==> config.mk <==
export PLATFORM = sky130hd
export DESIGN_NAME = bus_slave_fifo
export DESIGN_NICKNAME = d
export VERILOG_FILES = /design/src/rtl/bus_slave_pkg.sv /design/src/rtl/sync_fifo.sv /design/src/rtl/bus_slave_fifo.sv
export SDC_FILE = /design/constraint.sdc
export NUM_CORES = 1
export LEC_CHECK = 0
export CAP_MARGIN = 10
export CORE_MARGIN = 10
export CORE_UTILIZATION = 30
export CTS_CLUSTER_DIAMETER = 80
export DETAILED_ROUTE_END_ITERATION = 6
export GPL_TIMING_DRIVEN = 0
export PLACE_DENSITY = 0.56
export SLEW_MARGIN = 25
export SYNTH_ARGS = -nofsm -noshare
export SYNTH_HDL_FRONTEND = slang
export SYNTH_SLANG_ARGS = --single-unit
export TNS_END_PERCENT = 30
==> constraint.sdc <==
create_clock -name HCLK_i -period 5.2 [get_ports HCLK_i]
set_input_delay 1.3 -clock HCLK_i [delete_from_list [all_inputs] [get_ports HCLK_i]]
set_output_delay 1.3 -clock HCLK_i [all_outputs]
set_load 0.005 [all_outputs]
==> src/rtl/bus_slave_pkg.sv <==
// Shared register map, STATUS/CTRL bit positions and TX FSM state type
// for the bus-attached FIFO slave.
package bus_slave_pkg;

  // Word offsets from BASE_ADDR
  localparam int unsigned RegStatus = 0;
  localparam int unsigned RegDataTx = 1;
  localparam int unsigned RegDataRx = 2;
  localparam int unsigned RegCtrl   = 3;

  // STATUS bit positions
  localparam int unsigned StatBusy     = 0;
  localparam int unsigned StatTxFull   = 1;
  localparam int unsigned StatTxEmpty  = 2;
  localparam int unsigned StatRxFull   = 3;
  localparam int unsigned StatRxEmpty  = 4;
  localparam int unsigned StatTxOvf    = 5;
  localparam int unsigned StatRxOvf    = 6;
  localparam int unsigned StatLevelLsb = 8;

  // CTRL bit positions; bits 2..4 are one-shot commands
  localparam int unsigned CtrlIenRx   = 0;
  localparam int unsigned CtrlIenOvf  = 1;
  localparam int unsigned CtrlFlushTx = 2;
  localparam int unsigned CtrlFlushRx = 3;
  localparam int unsigned CtrlClrOvf  = 4;

  typedef enum logic [0:0] {
    TxIdle,
    TxGap
  } tx_state_e;

endpackage

==> src/rtl/sync_fifo.sv <==
// Single-clock FIFO with flush. The caller is expected to push only when
// there is room (or a pop happens in the same cycle); flush beats push/pop.
module sync_fifo #(
  parameter int unsigned DATA_W = 32,
  parameter int unsigned DEPTH  = 4
) (
  input  logic                     clk,
  input  logic                     rst_n,
  input  logic                     push,
  input  logic                     pop,
  input  logic                     flush,
  input  logic [DATA_W-1:0]        wdata,
  output logic [DATA_W-1:0]        rdata,
  output logic                     full,
  output logic                     empty,
  output logic [$clog2(DEPTH):0]   level
);

  localparam int unsigned AW = $clog2(DEPTH);
  localparam int unsigned LW = AW + 1;

  logic [DATA_W-1:0] mem [DEPTH];
  logic [AW-1:0]     wptr_q, rptr_q;
  logic [LW-1:0]     level_q;
  logic              push_ok, pop_ok;

  assign pop_ok  = pop && !empty;
  assign push_ok = push && (!full || pop_ok);

  assign full  = (level_q == LW'(DEPTH));
  assign empty = (level_q == '0);
  assign level = level_q;
  assign rdata = mem[rptr_q];

  // Storage array; contents are don't-care while the pointers say empty
  always_ff @(posedge clk) begin
    if (push_ok && !flush) mem[wptr_q] <= wdata;
  end

  // Pointers wrap naturally since DEPTH is a power of two
  always_ff @(posedge clk or negedge rst_n) begin
    if (!rst_n) begin
      wptr_q  <= '0;
      rptr_q  <= '0;
      level_q <= '0;
    end else if (flush) begin
      wptr_q  <= '0;
      rptr_q  <= '0;
      level_q <= '0;
    end else begin
      if (push_ok) wptr_q <= wptr_q + 1'b1;
      if (pop_ok)  rptr_q <= rptr_q + 1'b1;
      case ({push_ok, pop_ok})
        2'b10:   level_q <= level_q + 1'b1;
        2'b01:   level_q <= level_q - 1'b1;
        default: level_q <= level_q;
      endcase
    end
  end

endmodule

==> src/rtl/bus_slave_fifo.sv <==
// Bus slave exposing a TX FIFO drained to a channel by a small FSM and an
// RX FIFO filled from the channel, with status, control and interrupt.
module bus_slave_fifo
  import bus_slave_pkg::*;
#(
  parameter logic [31:0] BASE_ADDR  = 32'd0,
  parameter int unsigned DATA_W     = 32,
  parameter int unsigned FIFO_DEPTH = 4
) (
  input  logic              HCLK_i,
  input  logic              HRESETn_i,
  input  logic              HSEL_i,
  input  logic [31:0]       HADDR_bi,
  input  logic              HWRITE_i,
  input  logic [DATA_W-1:0] HWDATA_bi,
  output logic [DATA_W-1:0] HRDATA_bo,
  input  logic [DATA_W-1:0] data_rx_bi,
  input  logic              data_rx_wr_i,
  input  logic              busy_i,
  output logic [DATA_W-1:0] data_tx_bo,
  output logic              data_tx_wr_o,
  output logic              irq_o
);

  localparam int unsigned LW = $clog2(FIFO_DEPTH) + 1;

  logic [31:0]       off;
  logic              sel_status, sel_tx, sel_rx, sel_ctrl;
  logic              wr_tx, rd_rx, wr_ctrl;
  logic              tx_flush, rx_flush, ovf_clr;
  logic              tx_push, tx_pop, rx_push, rx_pop;
  logic              tx_full, tx_empty, rx_full, rx_empty;
  logic [LW-1:0]     tx_level, rx_level;
  logic [DATA_W-1:0] tx_head, rx_head;
  logic              tx_ovf_q, rx_ovf_q;
  logic              ien_rx_q, ien_ovf_q;
  tx_state_e         tx_state_q;
  logic [31:0]       status_word, rd_word;

  // Offset arithmetic wraps below BASE_ADDR, so those addresses never decode
  assign off        = HADDR_bi - BASE_ADDR;
  assign sel_status = HSEL_i && (off == 32'(RegStatus));
  assign sel_tx     = HSEL_i && (off == 32'(RegDataTx));
  assign sel_rx     = HSEL_i && (off == 32'(RegDataRx));
  assign sel_ctrl   = HSEL_i && (off == 32'(RegCtrl));

  assign wr_tx   = sel_tx && HWRITE_i;
  assign rd_rx   = sel_rx && !HWRITE_i;
  assign wr_ctrl = sel_ctrl && HWRITE_i;

  assign tx_flush = wr_ctrl && HWDATA_bi[CtrlFlushTx];
  assign rx_flush = wr_ctrl && HWDATA_bi[CtrlFlushRx];
  assign ovf_clr  = wr_ctrl && HWDATA_bi[CtrlClrOvf];

  assign tx_push = wr_tx && !tx_full;
  assign tx_pop  = (tx_state_q == TxIdle) && (tx_level != '0) && !busy_i && !tx_flush;
  assign rx_pop  = rd_rx && !rx_empty;
  // A pop in the same cycle frees the slot for an incoming word
  assign rx_push = data_rx_wr_i && (!rx_full || rx_pop);

  sync_fifo #(
    .DATA_W (DATA_W),
    .DEPTH  (FIFO_DEPTH)
  ) u_tx_fifo (
    .clk   (HCLK_i),
    .rst_n (HRESETn_i),
    .push  (tx_push),
    .pop   (tx_pop),
    .flush (tx_flush),
    .wdata (HWDATA_bi),
    .rdata (tx_head),
    .full  (tx_full),
    .empty (tx_empty),
    .level (tx_level)
  );

  sync_fifo #(
    .DATA_W (DATA_W),
    .DEPTH  (FIFO_DEPTH)
  ) u_rx_fifo (
    .clk   (HCLK_i),
    .rst_n (HRESETn_i),
    .push  (rx_push),
    .pop   (rx_pop),
    .flush (rx_flush),
    .wdata (data_rx_bi),
    .rdata (rx_head),
    .full  (rx_full),
    .empty (rx_empty),
    .level (rx_level)
  );

  // Assemble STATUS and select the read data for the addressed register
  always_comb begin
    status_word                         = '0;
    status_word[StatBusy]               = busy_i;
    status_word[StatTxFull]             = tx_full;
    status_word[StatTxEmpty]            = tx_empty;
    status_word[StatRxFull]             = rx_full;
    status_word[StatRxEmpty]            = rx_empty;
    status_word[StatTxOvf]              = tx_ovf_q;
    status_word[StatRxOvf]              = rx_ovf_q;
    status_word[StatLevelLsb +: 8]      = 8'(rx_level);

    rd_word = '0;
    if (sel_status) rd_word = status_word;
    if (sel_rx && !rx_empty) rd_word = 32'(rx_head);
    if (sel_ctrl) rd_word = {30'b0, ien_ovf_q, ien_rx_q};
  end

  // Read data register; only updates on a read access
  always_ff @(posedge HCLK_i or negedge HRESETn_i) begin
    if (!HRESETn_i) begin
      HRDATA_bo <= '0;
    end else if (HSEL_i && !HWRITE_i) begin
      HRDATA_bo <= rd_word[DATA_W-1:0];
    end
  end

  // Stored CTRL enables; command bits are never stored
  always_ff @(posedge HCLK_i or negedge HRESETn_i) begin
    if (!HRESETn_i) begin
      ien_rx_q  <= 1'b0;
      ien_ovf_q <= 1'b0;
    end else if (wr_ctrl) begin
      ien_rx_q  <= HWDATA_bi[CtrlIenRx];
      ien_ovf_q <= HWDATA_bi[CtrlIenOvf];
    end
  end

  // Sticky overflow flags; a new overflow beats a simultaneous clear
  always_ff @(posedge HCLK_i or negedge HRESETn_i) begin
    if (!HRESETn_i) begin
      tx_ovf_q <= 1'b0;
      rx_ovf_q <= 1'b0;
    end else begin
      tx_ovf_q <= (tx_ovf_q && !ovf_clr) || (wr_tx && tx_full);
      rx_ovf_q <= (rx_ovf_q && !ovf_clr) || (data_rx_wr_i && rx_full && !rx_pop);
    end
  end

  // TX issue FSM: one word, then a mandatory idle cycle for busy_i to rise
  always_ff @(posedge HCLK_i or negedge HRESETn_i) begin
    if (!HRESETn_i) begin
      tx_state_q   <= TxIdle;
      data_tx_bo   <= '0;
      data_tx_wr_o <= 1'b0;
    end else begin
      data_tx_wr_o <= 1'b0;
      case (tx_state_q)
        TxIdle: begin
          if (tx_pop) begin
            data_tx_bo   <= tx_head;
            data_tx_wr_o <= 1'b1;
            tx_state_q   <= TxGap;
          end
        end
        TxGap:   tx_state_q <= TxIdle;
        default: tx_state_q <= TxIdle;
      endcase
    end
  end

  // Level interrupt registered from the current flag state
  always_ff @(posedge HCLK_i or negedge HRESETn_i) begin
    if (!HRESETn_i) begin
      irq_o <= 1'b0;
    end else begin
      irq_o <= (ien_rx_q && !rx_empty) || (ien_ovf_q && (tx_ovf_q || rx_ovf_q));
    end
  end

endmodule

==> metrics.csv, run 1 <==
stage;metric;value;unit
die;die_h;229;µm
pwr;powerDensity;442;nW/µm²
finish;multi_input_area;3190;µm²
setup_path;worst-setup-path-type;in -> reg;
pwr;power.switching_fraction;0.252;
drt;routedWlPerCell;20.8;µm
timing;setup_violations;0;
finish;final-seq-area;9790;µm²
cts;clk_latency;550;ps
global_route;grt_pass1_vias;7377;
finish;fill_cells;4034;
cts;clock_sinks;340;
timing;hold_viol;0;
pwr;irDropWorstVdd;0.000292;V
die;die_w;229;µm
logic_synthesis;syn-cell-area;13100;µm²
cts;cts_max_level;2;
setup_path;critical_path_arrival;4520;ps
logic_synthesis;synth_edf_count;256;
logic_synthesis;ys_seq_elements;340;
timing;tns;0;ps
drt;drc;0;
timing;fin_crit;4110;ps
global_route;antenna_found_initial;3;
pwr;switchingPower;1.89;mW
global_route;overflow;0;
finish;nNetsFinal;985;
drt;drtIter0Drc;488;
die;start_util;0.305;
drt;ant_nets;0;
die;rows;76;
setup_path;critPathMaxFanout;10;
hold_path;hold_path.class;reg -> reg;
cts;cts_tree;yes;
setup_path;start_kind;primary input;
cts;clock_path_buffers;3;
job;drv_cap;0;
logic_synthesis;synth_cell_types;55;
setup_path;cp.required;5610;ps
drt;dr.pass1.iters;4;
logic_synthesis;synthArstFlopShare;0.247;
pwr;fin_total_pwr;7.49;mW
drt;vias;6901;
finish;mostFrequentLayoutCell;edfxtp_1;
run_status;status;finished clean;
timing;worst_pin_slew;912;ps
timing;drv_slew;0;
finish;area_growth;28.9;%
cts;clk_pin_slew;60;ps
logic_synthesis;synth-seq-area-share;0.745;
cts;cts_buffers;39;
logic_synthesis;yosys-top-cells-area;edfxtp_1, dfrtp_1, mux4_2, mux2_1, a22o_1;
logic_synthesis;yosysWarnings;0;
pwr;leakage;5.84;nW
die;ios;168;
logic_synthesis;yosysTopAreaCell;edfxtp_1;
global_route;grt_max_degree;47;
die;core-area;43200;µm²
finish;final_layout_size_suffix_gt1_frac;0.190;
setup_path;cp-end-kind;flop;
global_route;grtUsageTotal;0.119;
pwr;power.share.sequential;0.464;
cts;cts_resized;0;
timing;fin_skew;19.0;ps
finish;final_cell_mix;edfxtp_1, clkdlybuf4s50_1, dfrtp_1, mux4_2, clkbuf_16;
placed_design;portBuffers;166;
cts;hold_buffers;0;
drt;wl;31000;µm
timing;slew_headroom;0.392;
placed_design;gp_congestion;0.736;
timing;fmaxAchievable;0.243;GHz
pwr;internal-power;5.60;mW
placed_design;place_hpwl;21000;µm
timing;hold_ws;465;ps
logic_synthesis;synth-main-ff-cell;edfxtp_1;
timing;finalCritPeriodShare;0.791;
cts;cts-root-buf;clkbuf_16;
logic_synthesis;avgSynthCellArea;20.0;µm²
logic_synthesis;synth_nets;768;
logic_synthesis;synth_top_area_share;0.585;
die;die_area;52600;µm²
drt;vias_per_cell;4.63;
cts;postCtsSetupRepairBufs;0;
logic_synthesis;netlist_instances;656;
pwr;pwr-share-clk;0.339;
timing;rsz0062_at_grt;false;
global_route;grt_first_pass_wirelength;47700;µm
pwr;power_frac_comb;0.197;
final timing paths:
check                      slack, ps              endpoint               start  depth (start not counted)
min                              460          HRDATA_bo[4]        HRDATA_bo[4]                          2
min reg2reg                      460          HRDATA_bo[4]        HRDATA_bo[4]                          2
max in group asynchronous       3870          HRDATA_bo[7]           HRESETn_i                          2
max reg2reg                     2170  u_rx_fifo.mem[1][31]  u_rx_fifo.level[0]                          6
min in group asynchronous        690         data_tx_bo[6]           HRESETn_i                          1
max                             1090    u_tx_fifo.level[1]         HADDR_bi[9]                         10
area by class of cell:
type,count,area share
Buffer,30,0.00856
Sequential cell,340,0.578
Multi-Input combinational cell,277,0.188
Clock buffer,57,0.0652
Tap cell,585,0.0432
Inverter,9,0.00199
Clock inverter,14,0.00487
Timing Repair Buffer,176,0.110
Antenna cell,1,0.000148
routing by layer:
layer | track usage | share of wire | routed length [µm]
met4 | 0.0403 | 0.020 | 623
met5 | 0 | 0.00087 | 27
met1 | 0.153 | 0.44 | 13600
met2 | 0.189 | 0.47 | 14700
met3 | 0.0340 | 0.065 | 2010
flip-flops by register name, summed over array words and instances (netlist names), 2 cells and up:
name	count
HRDATA_bo	32
data_tx_bo	32
u_rx_fifo.level	3
u_rx_fifo.mem	128
u_rx_fifo.rptr_q	2
u_rx_fifo.wptr_q	2
u_tx_fifo.level	3
u_tx_fifo.mem	128
u_tx_fifo.rptr_q	2
u_tx_fifo.wptr_q	2
through the flow:
step                       util  cells  setup slack [ps]  instance area (µm²)
after floorplan               -    656              1380                13100
after global placement    0.360   1407             -1140                15500
after detailed placement  0.365   1416               499                15700
after CTS                 0.392   1487              1090                16900
after global routing      0.393   1489               837                17000
final                     0.393   1489              1090                17000
power by group through the flow:
stage                     Sequential, mW  Combinational (mW)  Clock (mW)
final                               3.48                1.47        2.54
after global routing                3.52                1.62        2.74
after CTS                           3.48                1.52        2.62
after detailed placement            3.54                1.51           0
after global placement              3.54                1.44           0
after floorplan                     3.50               0.803           0
kinds of logic after synthesis:
| group | count (synthesis) | share of synthesized area |
|---|---|---|
| adder cells (fa/ha/maj) | 10 | 0.0107 |
| AND/OR/NAND/NOR | 97 | 0.0477 |
| XOR/XNOR | 6 | 0.00400 |
| flip-flops | 340 | 0.745 |
| multiplexers | 103 | 0.143 |
| buffers and inverters | 39 | 0.0134 |
| AO/OA/AOI/OAI | 61 | 0.0369 |
critical path, stage by stage:
cell,delay (ps)
clkdlybuf4s50_1,430
nor4_2,470
nand4_4,300
o31ai_4,670
buf_6,270
nor2_1,70
fa_1,470
mux2_2,270
a32oi_1,160
o22ai_1,100
synthesized netlist by cell type, types with 6 or more instances:
cell	instances
nand2_1	37
a22oi_1	8
clkbuf_1	17
nor2_1	12
dfrtp_1	84
a22o_1	22
mux2_2	7
ha_1	8
buf_2	6
mux4_2	64
and2_1	6
o21ai_0	6
edfxtp_1	256
inv_1	9
mux2_1	28
Power figures use the tool's default switching activity.
==> inputs of run 2 (changes only) <==
--- a/config.mk
+++ b/config.mk
@@ -11,7 +11,7 @@
 export CTS_CLUSTER_DIAMETER = 80
 export DETAILED_ROUTE_END_ITERATION = 6
 export GPL_TIMING_DRIVEN = 0
-export PLACE_DENSITY = 0.56
+export PLACE_DENSITY = 0.57
 export SLEW_MARGIN = 25
 export SYNTH_ARGS = -nofsm -noshare
 export SYNTH_HDL_FRONTEND = slang
==> constraint.sdc (replaced) <==
create_clock -name HCLK_i -period 3.6 [get_ports HCLK_i]
set_input_delay 0.9 -clock HCLK_i [delete_from_list [all_inputs] [get_ports HCLK_i]]
set_output_delay 0.9 -clock HCLK_i [all_outputs]
set_load 0.005 [all_outputs]
==> run 2 against run 1 <==
Effect of this change:
- global-route usage down 0.064 points
- worst setup slack worse by 880 ps
- first-iteration DRC count up 5.7%
- total power up 50%
- via count down 0.28%
- die area unchanged
- non-clock buffer count unchanged
- critical path depth down 3
- worst hold slack worse by 180 ps
- largest power group unchanged
==> metrics.csv, run 2 (synthesis results as in run 1) <==
stage;metric;value;unit
run_status;status;finished clean;
global_route;grt.met3_usage;0.0381;
die;die_area;52600;µm²
cts;clk_latency;540;ps
setup_path;critical_path_arrival;3630;ps
placed_design;portBuffers;166;
pwr;powerDensity;656;nW/µm²
timing;fin_crit;3390;ps
die;rows;76;
timing;rsz0062_at_grt;true;
drt;dr.pass1.iters;4;
setup_path;cp.required;3840;ps
global_route;overflow;0;
global_route;antenna_found_initial;2;
pwr;irDropWorstVdd;0.000402;V
timing;hold_viol;0;
cts;clock_sinks;340;
global_route;grt-busiest-layer;met2;
drt;vias;6882;
cts;cts-root-buf;clkbuf_16;
finish;nNetsFinal;985;
die;ios;168;
global_route;grt_pass1_vias;7496;
die;die_h;229;µm
cts;clk_pin_slew;60;ps
placed_design;gp_congestion;0.725;
timing;slew_headroom;0.367;
global_route;grt_use_met2;0.193;
finish;final_layout_size_suffix_gt1_frac;0.198;
cts;cts_tree;yes;
die;start_util;0.305;
drt;drc;0;
drt;vias_per_cell;4.62;
finish;final_cell_mix;edfxtp_1, clkdlybuf4s50_1, dfrtp_1, mux4_2, clkbuf_16;
pwr;leakage;5.95;nW
cts;cts_buffers;39;
timing;hold_ws;289;ps
job;drv_cap;0;
global_route;grtUsageTotal;0.118;
timing;fin_skew;13.5;ps
timing;tns;0;ps
drt;routedWlPerCell;20.9;µm
setup_path;reg2reg_slack;610;ps
global_route;grt_max_degree;49;
setup_path;critPathMaxFanout;23;
timing;finalCritPeriodShare;0.942;
cts;hold_buffers;0;
drt;ant_nets;0;
timing;setup_violations;0;
hold_path;hold_path.class;in -> async;
die;core-area;43200;µm²
drt;drtIter0Drc;516;
die;die_w;229;µm
pwr;fin_total_pwr;11.2;mW
cts;cts_max_level;2;
finish;fill_cells;3952;
drt;wl;31100;µm
timing;setup_slack;207;ps
timing;fmaxAchievable;0.295;GHz
global_route;met1_usage;0.147;
setup_path;cp-end-kind;flop;
setup_path;start_kind;primary input;
global_route;grt_first_pass_wirelength;47400;µm
timing;drv_slew;0;
placed_design;dp_worst_setup_slack;-632;ps
setup_path;worst-setup-path-type;in -> reg;
cts;clock_path_buffers;3;
finish;area_growth;30.4;%
timing;worst_pin_slew;942;ps
finish;mostFrequentLayoutCell;edfxtp_1;
finish;largest_registers;u_rx_fifo.mem (128), u_tx_fifo.mem (128);
placed_design;place_hpwl;21100;µm
## run 2: cell type report
class / instances / area, µm² / area share
plain buffers: 30 / 145 / 0.00847
flip-flops and latches: 340 / 9790 / 0.571
clock inverters: 20 / 243 / 0.0142
repair buffers: 176 / 1890 / 0.110
well taps: 585 / 732 / 0.0427
inverters: 9 / 33.8 / 0.00197
clock buffers: 51 / 1100 / 0.0644
multi-input cells: 277 / 3200 / 0.187
diodes: 2 / 5.00 / 0.000292
## run 2: through the flow
step                      instances  utilization  area [µm²]
after floorplan                 656            -       13100
after global placement         1407        0.360       15500
after detailed placement       1416        0.365       15800
after CTS                      1488        0.397       17100
after global routing           1488        0.397       17100
final                          1490        0.397       17100
## run 2: layer usage
metal,share of wire,vias to the layer above
li1,-,3086
met1,0.43,3573
met2,0.49,184
met3,0.068,37
met4,0.018,2
met5,0.00045,-
## run 2: path summary, 6_finish.rpt
kind	start	end	cells after the start
worst max-delay path	HADDR_bi[1]	u_rx_fifo.mem[0][7]	7
min in group HCLK_i	HRDATA_bo[2]	HRDATA_bo[2]	2
worst min register to register	HRDATA_bo[2]	HRDATA_bo[2]	2
worst max register to register	u_rx_fifo.level[0]	u_rx_fifo.mem[0][7]	6
max in group asynchronous	HRESETn_i	HRDATA_bo[12]	2
worst min-delay path	HRESETn_i	data_tx_bo[6]	1
## run 2: repair_timing
item                       CTS  global route
setup endpoints to repair    2            35
hold endpoints to repair     0             0
buffers inserted             1             0
pin swaps                    1             0
resized for setup            0             3
## run 2: power breakdown
group          switching, mW  total [mW]  internal, mW
clock                   1.56        4.09          2.53
combinational          0.966        2.13          1.17
sequential             0.228        5.02          4.79
total                   2.76        11.2          8.49
## run 2: critical path, stage by stage
cell and delay (ps):
clkdlybuf4s50_1 610, nand2_1 140, or4_1 520, nor3_2 430, o21a_1 320, and3_2 450, buf_12 240
